==> src/rtl/tile_sched_ctrl.sv <==
// -----------------------------------------------------------------------------
// tile_sched_ctrl
//
// Operand address sequencer for a tiled matrix multiply
//   C[ROWS x COLS] = A[ROWS x DEPTH] * B[DEPTH x COLS]
// on an N1 x N2 systolic MAC array.
//
// Each tile is fed for DEPTH cycles, then drained for N1+N2-1 cycles so the
// skewed wavefront reaches every accumulator. Tiles are visited column-major
// inside a row slice: (rs,cs) = (0,0), (0,1), ... (1,0), (1,1), ...
//
// Ports
//   clk         rising-edge clock
//   rst         asynchronous active-low reset
//   start       begin an operation (sampled only while idle)
//   stall       operand buffer not ready; holds the feed (ignored in drain)
//   busy        operation in progress (FEED, DRAIN, DONE)
//   done        one-cycle completion pulse
//   rd_en       A/B buffer read enable
//   rd_addr_A   A buffer address = k + rs*DEPTH
//   rd_addr_B   B buffer address = k + cs*DEPTH
//   acc_clr     clear accumulators on the first feed beat of a tile
//   tile_valid  one-cycle pulse: accumulators hold the finished tile
//   tile_row    row slice of the current tile
//   tile_col    column slice of the current tile
//   perf_cycles busy-cycle counter, saturating (only with TILE_SCHED_PERF_EN)
//
// Optional build macro: TILE_SCHED_PERF_EN adds the perf_cycles output.
// -----------------------------------------------------------------------------
module tile_sched_ctrl #(
  parameter int N1    = 4,
  parameter int N2    = 4,
  parameter int ROWS  = 8,
  parameter int COLS  = 8,
  parameter int DEPTH = 8,
  parameter int RS_W  = ((ROWS / N1) > 1) ? $clog2(ROWS / N1) : 1,
  parameter int CS_W  = ((COLS / N2) > 1) ? $clog2(COLS / N2) : 1,
  parameter int K_W   = (DEPTH > 1) ? $clog2(DEPTH) : 1,
  // Address widths follow from the geometry; leave at their defaults.
  parameter int AW_A  = (((ROWS / N1) * DEPTH) > 1) ? $clog2((ROWS / N1) * DEPTH) : 1,
  parameter int AW_B  = (((COLS / N2) * DEPTH) > 1) ? $clog2((COLS / N2) * DEPTH) : 1
) (
  input  logic            clk,
  input  logic            rst,
  input  logic            start,
  input  logic            stall,
  output logic            busy,
  output logic            done,
  output logic            rd_en,
  output logic [AW_A-1:0] rd_addr_A,
  output logic [AW_B-1:0] rd_addr_B,
  output logic            acc_clr,
  output logic            tile_valid,
  output logic [RS_W-1:0] tile_row,
  output logic [CS_W-1:0] tile_col
`ifdef TILE_SCHED_PERF_EN
  ,
  output logic [31:0]     perf_cycles
`endif
);

  localparam int ROW_TILES = ROWS / N1;
  localparam int COL_TILES = COLS / N2;
  localparam int DRAIN_CYC = N1 + N2 - 1;
  localparam int D_W       = (DRAIN_CYC > 1) ? $clog2(DRAIN_CYC) : 1;

  localparam logic [K_W-1:0]  K_LAST  = K_W'(DEPTH - 1);
  localparam logic [D_W-1:0]  D_LAST  = D_W'(DRAIN_CYC - 1);
  localparam logic [RS_W-1:0] RS_LAST = RS_W'(ROW_TILES - 1);
  localparam logic [CS_W-1:0] CS_LAST = CS_W'(COL_TILES - 1);
  // Only multiplied by a slice index, so truncation in a single-slice
  // configuration is harmless (the index is always 0 there).
  localparam logic [AW_A-1:0] DEPTH_A = AW_A'(DEPTH);
  localparam logic [AW_B-1:0] DEPTH_B = AW_B'(DEPTH);

  typedef enum logic [1:0] {
    IDLE  = 2'd0,
    FEED  = 2'd1,
    DRAIN = 2'd2,
    DONE  = 2'd3
  } state_t;

  state_t          state;
  state_t          state_nxt;
  logic [K_W-1:0]  k;
  logic [D_W-1:0]  dcnt;
  logic [RS_W-1:0] rs;
  logic [CS_W-1:0] cs;

  logic k_last;
  logic d_last;
  logic rs_last;
  logic cs_last;

  assign k_last  = (k == K_LAST);
  assign d_last  = (dcnt == D_LAST);
  assign rs_last = (rs == RS_LAST);
  assign cs_last = (cs == CS_LAST);

  // State register
  always_ff @(posedge clk or negedge rst) begin
    if (!rst) begin
      state <= IDLE;
    end else begin
      state <= state_nxt;
    end
  end

  // Next-state logic
  always_comb begin
    state_nxt = state;
    case (state)
      IDLE:    if (start) state_nxt = FEED;
      FEED:    if (!stall && k_last) state_nxt = DRAIN;
      DRAIN:   if (d_last) state_nxt = (rs_last && cs_last) ? DONE : FEED;
      DONE:    state_nxt = IDLE;
      default: state_nxt = IDLE;
    endcase
  end

  // Tile / inner / drain counters
  always_ff @(posedge clk or negedge rst) begin
    if (!rst) begin
      k    <= '0;
      dcnt <= '0;
      rs   <= '0;
      cs   <= '0;
    end else begin
      case (state)
        FEED: begin
          if (!stall) begin
            if (k_last) begin
              k    <= '0;
              dcnt <= '0;
            end else begin
              k <= k + 1'b1;
            end
          end
        end
        DRAIN: begin
          if (d_last) begin
            dcnt <= '0;
            if (!cs_last) begin
              cs <= cs + 1'b1;
            end else if (!rs_last) begin
              cs <= '0;
              rs <= rs + 1'b1;
            end
          end else begin
            dcnt <= dcnt + 1'b1;
          end
        end
        default: begin
          // IDLE and DONE: everything parked at zero for the next start.
          k    <= '0;
          dcnt <= '0;
          rs   <= '0;
          cs   <= '0;
        end
      endcase
    end
  end

  // Output decode
  always_comb begin
    busy       = 1'b0;
    done       = 1'b0;
    rd_en      = 1'b0;
    tile_valid = 1'b0;
    case (state)
      FEED: begin
        busy  = 1'b1;
        rd_en = !stall;
      end
      DRAIN: begin
        busy       = 1'b1;
        tile_valid = d_last;
      end
      DONE: begin
        busy = 1'b1;
        done = 1'b1;
      end
      default: ;
    endcase
  end

  // A stall on the first beat pushes the clear to the beat actually consumed.
  assign acc_clr   = rd_en && (k == '0);
  assign rd_addr_A = AW_A'(k) + AW_A'(rs) * DEPTH_A;
  assign rd_addr_B = AW_B'(k) + AW_B'(cs) * DEPTH_B;
  assign tile_row  = rs;
  assign tile_col  = cs;

`ifdef TILE_SCHED_PERF_EN
  always_ff @(posedge clk or negedge rst) begin
    if (!rst) begin
      perf_cycles <= '0;
    end else if (state == IDLE && start) begin
      perf_cycles <= '0;
    end else if (busy && perf_cycles != 32'hFFFF_FFFF) begin
      perf_cycles <= perf_cycles + 32'd1;
    end
  end
`endif

endmodule

==> config.mk <==
export PLATFORM = sky130hd
export DESIGN_NAME = tile_sched_ctrl
export DESIGN_NICKNAME = d
export VERILOG_FILES = /design/src/rtl/tile_sched_ctrl.sv
export SDC_FILE = /design/constraint.sdc
export NUM_CORES = 1
export LEC_CHECK = 0
export ABC_CLOCK_PERIOD_IN_PS = 1830
export BUFFER_PORTS_ARGS = -buffer_cell sky130_fd_sc_hd__buf_4
export CAP_MARGIN = 0
export CORE_MARGIN = 2
export CORE_UTILIZATION = 39
export CTS_BUF_LIST = sky130_fd_sc_hd__clkbuf_16
export CTS_CLUSTER_SIZE = 30
export DETAILED_ROUTE_END_ITERATION = 16
export SYNTH_ARGS = -nofsm -noshare
export SYNTH_HDL_FRONTEND = slang
export SYNTH_SLANG_ARGS = --single-unit
==> constraint.sdc <==
create_clock -name clk -period 1.83 [get_ports clk]
set_input_delay 0.0915 -clock clk [delete_from_list [all_inputs] [get_ports clk]]
set_output_delay 0.0915 -clock clk [all_outputs]
set_load 0.05 [all_outputs]
==> results <==
- The synthesized flop and latch total is 10.
- After clock tree synthesis, the clock-pin slew on the worst setup and hold paths is 40 ps.
- For the pin with the worst max-slew slack, the measured transition is 230 ps.
- The remaining antenna violation count is 0.
- After the first detailed-routing iteration, the DRC count stood at 7.
- The fraction of synthesis flops using an asynchronous set or reset pin is 100%.
- The worst hold path passes through 2 cells.
- Input and output buffers added on the ports amount to 18.
- The area of the core is 1470 µm².
- The clock arrives with 0.675 ps of skew.
- The fill cell instance count of the final layout is 142.
- The average via count per standard cell is a little over 5.
- The via count of the first global-routing pass is ~450.
- The hold path startpoint is start.
- The worst hold margin is 75.0 ps.
- Measured against its own limit, the worst slew margin works out to 84.5%.
- For this run, the register share of the synthesized area comes to a little over two fifths.
- The number of resized instances in the post-cts repair step is 0.
- The endpoint with the worst hold slack is state[0].
- The number of antenna violations at the first check in global routing is 0.
- After global routing the overflow that remains totals 0.
- Per report_power, the combinational group accounts for roughly half of the total.
- The worst hold path belongs to the class input port to flip-flop.
- The number of cells on the worst reg-to-reg path is 4.
- The detail-routed net length per standard cell is 12.9 µm.
- The initial utilization of the core area, before any placement, comes to 40.6%.
- The net switching fraction of the power is ~45%.
- The number of placement rows is 14.
- The mean instance size in the synthesized netlist is 10.7 µm².
- For this run, design rule violations remaining after detail routing come to 0.
- The HPWL after detailed placement is around 860 µm.
- The maximum resistive drop on vdd is between 1000 and 1500 µV.
- In this run, distinct cell masters in the synthesized netlist total 28.
- The buffer cell driving the clock tree root is sky130_fd_sc_hd__clkbuf_16.
- The cell count after synthesis is 56.
- The time the final worst path needs with I/O delays and setup is ~1400 ps.
- The layout net count is 82.
- The first global-routing pass estimated 1970 µm of wire.
- The required arrival time at the worst endpoint is 1740 ps.
- Max-cap violations in this run came to 0.
- The count of final setup violators is 0.
- The all-layer global routing usage is about 15%.
- Adding up every negative setup slack in the final design gives 0 ps.
- For this design, the sink count on the clock tree is 10.
- In this run the critical register-to-register path is captured at k[0].
- In this run the register-to-register setup slack is ~490 ps.
- The most used flip-flop cell after synthesis is sky130_fd_sc_hd__dfrtp_1.
- The later-pin clock latency in the skew report is 230 ps.
- For this design the top-level I/O count stands at 19.
- The overall routed net length is approximately 1200 µm.
- The final number of hold-violating endpoints is 0.
- The proportion of layout cells with a drive suffix above 1 is 41.9%.
- The worst setup path is launched from a flip-flop.
- The part of the cycle the worst path needs is 78.1%.
- The maximum clock path buffer count is 2.
- The mapped netlist covers 598 µm².
- The storage element area is between 200 and 300 µm².
- Yosys printed 0 warnings.
- In this run the power density over the cells is between 1500 and 2000 nW/µm².
- The run finished with clean final reports.
- The count of inserted antenna diode cells is 0.
- At the worst endpoint, the arrival time is 1340 ps.
- For this run, the top clock speed supported by timing is 700 MHz.
- By startpoint and endpoint, the worst setup path is classified as flip-flop to output port.
- Summing all placed instances gives a cell area of approximately 730 µm².
- The die area is 1860 µm².
- The static power due to leakage is around 0.4 nW.
- CTS built an H-tree with a depth of 1.
- The final instance area is 820 µm².
- The nature of the critical path endpoint is an output port.
- The horizontal die dimension is 43.2 µm.
- Setup repair after global routing left no endpoint under its margin.
- sky130_fd_sc_hd__dfrtp_1 takes more of the synthesized area than any other cell.
- The net count after synthesis is 63.
- The largest individual stage delay along the critical path comes from the cell sky130_fd_sc_hd__dfrtp_1.
- The stage delay of the slowest cell on the critical path is 440 ps.
- The multi-input combinational cells in the finished layout cover a total of 307 µm².
- The detailed-route via count is between 400 and 500.
- Traced cell by cell, the critical path runs through nand2b_4 > nor4b_4 > buf_4.
- The number of buffers created by CTS is 3.
- The part of the total power dissipated in sequential elements is 23.5%.
- The largest fanout on the critical path is 7.
- The detailed-router iteration count before antenna repair is 3.
- The switching power of the nets is ~0.64 mW.
- The number of setup buffers added after CTS is 0.
- The routability congestion estimate from global placement is 0.720.
- In this run, synthesis inferred 0 flip-flops with an integrated enable.
- The relative area change from synthesis to final layout is 37.0%.
- The height of the die is between 40 and 50 µm.
- The fraction of post-synthesis cell area in the top cell type by area is 41.8%.
- The startpoint of the worst-slack reg-to-reg timing path is k[1].
- The count of hold-fix buffers inserted at cts is 1.
- Entering global routing, the biggest net connects 11 pins.
- The internal power component is 0.795 mW.
- TritonCTS built the clock tree.
- Sorting the synthesized cells by area gives the leading types as sky130_fd_sc_hd__dfrtp_1, sky130_fd_sc_hd__buf_4, sky130_fd_sc_hd__ha_1.
- The final number of max-transition violations came to 0.
- The clock group share of total power is 26.7%.
## sequential cells by signal, summed over array words and instances, names as in the netlist
register,count
dcnt,3
k,3
state,2
tile_col,1
tile_row,1
## critical path, delay by kind of cell (launching register included)
family | cells | cell delay (ps)
flip-flops | 1 | 440
AND/OR/NAND/NOR | 2 | 430
buffers and inverters | 1 | 230
## per-stage QoR
stage	setup WS (ps)	total power [mW]	utilization (%)	cells
CTS	382	1.46	55.7	90
finish	401	1.44	55.7	90
global route	329	1.52	55.7	90
global placement	528	1.06	49.7	85
detailed placement	489	1.06	49.7	85
floorplan	278	0.901	-	56
## cell type report
| cell class | count | area share [%] |
|---|---|---|
| clock buffer | 3 | 9.16 |
| clock inverter | 1 | 0.458 |
| inverter | 5 | 2.29 |
| multi-input combinational | 36 | 37.4 |
| sequential | 10 | 30.5 |
| tap | 16 | 2.44 |
| timing repair buffer | 19 | 17.7 |
## layout by cell type, fill, tap and decap left out
master,count
sky130_fd_sc_hd__buf_4,18
sky130_fd_sc_hd__dfrtp_1,10
sky130_fd_sc_hd__inv_1,5
sky130_fd_sc_hd__nand2_1,3
sky130_fd_sc_hd__ha_1,3
sky130_fd_sc_hd__clkbuf_16,3
sky130_fd_sc_hd__nor2_1,2
sky130_fd_sc_hd__nand2b_4,2
sky130_fd_sc_hd__nand3b_1,2
sky130_fd_sc_hd__a22o_1,2
sky130_fd_sc_hd__mux2i_1,2
sky130_fd_sc_hd__a21oi_1,2
sky130_fd_sc_hd__o2bb2ai_1,2
sky130_fd_sc_hd__nor4b_4,1
sky130_fd_sc_hd__and2_2,1
sky130_fd_sc_hd__nor2_2,1
sky130_fd_sc_hd__a21oi_2,1
sky130_fd_sc_hd__a211oi_1,1
sky130_fd_sc_hd__a21o_1,1
sky130_fd_sc_hd__o21ai_2,1
sky130_fd_sc_hd__nor3_1,1
sky130_fd_sc_hd__and2b_2,1
sky130_fd_sc_hd__o21ai_0,1
sky130_fd_sc_hd__a211o_1,1
sky130_fd_sc_hd__mux2_2,1
sky130_fd_sc_hd__a22o_2,1
sky130_fd_sc_hd__o211ai_1,1
sky130_fd_sc_hd__o311ai_1,1
sky130_fd_sc_hd__nor3b_1,1
sky130_fd_sc_hd__clkinv_1,1
sky130_fd_sc_hd__dlygate4sd3_1,1
## cell families (layout without fill, tap and decap cells)
group,Yosys count,count (layout),share of synthesized area [%]
AOI/OAI and AO/OA,15,15,19.7
buffers and inverters,10,28,9.42
DFF,10,10,41.8
adders and majority gates,3,3,6.28
and+or+nand+nor,15,15,17.6
muxes,3,3,5.23
## cells in the mapped netlist (all sizes together) (2+ instances only)
library cell,count
dfrtp,10
buf,5
inv,5
a21oi,3
a22o,3
ha,3
nand2,3
nor2,3
mux2i,2
nand2b,2
nand3b,2
o21ai,2
o2bb2ai,2
## worst max-delay path by stage
stage,startpoint,end,slack (ps),cells after the start
floorplan,state[1],state[1],280,3
global placement,k[1],k[0],530,4
detailed placement,k[1],k[0],490,4
CTS,state[1],acc_clr,380,3
global route,state[1],acc_clr,330,3
finish,state[1],acc_clr,400,3
## per-layer routing
metal	routed length, µm	global-route usage, %	vias up
met5	0	0	-
met4	8	10.9	0
met3	78	4.26	2
met2	522	21.2	14
met1	556	18.5	205
li1	-	-	233
## power by group through the flow
stage | Clock (mW) | Sequential [mW] | Combinational, mW
floorplan | 0 | 0.439 | 0.462
global placement | 0 | 0.340 | 0.722
detailed placement | 0 | 0.340 | 0.723
CTS | 0.394 | 0.340 | 0.725
global route | 0.407 | 0.351 | 0.760
finish | 0.384 | 0.338 | 0.716
(Power assumes the default switching activity.)
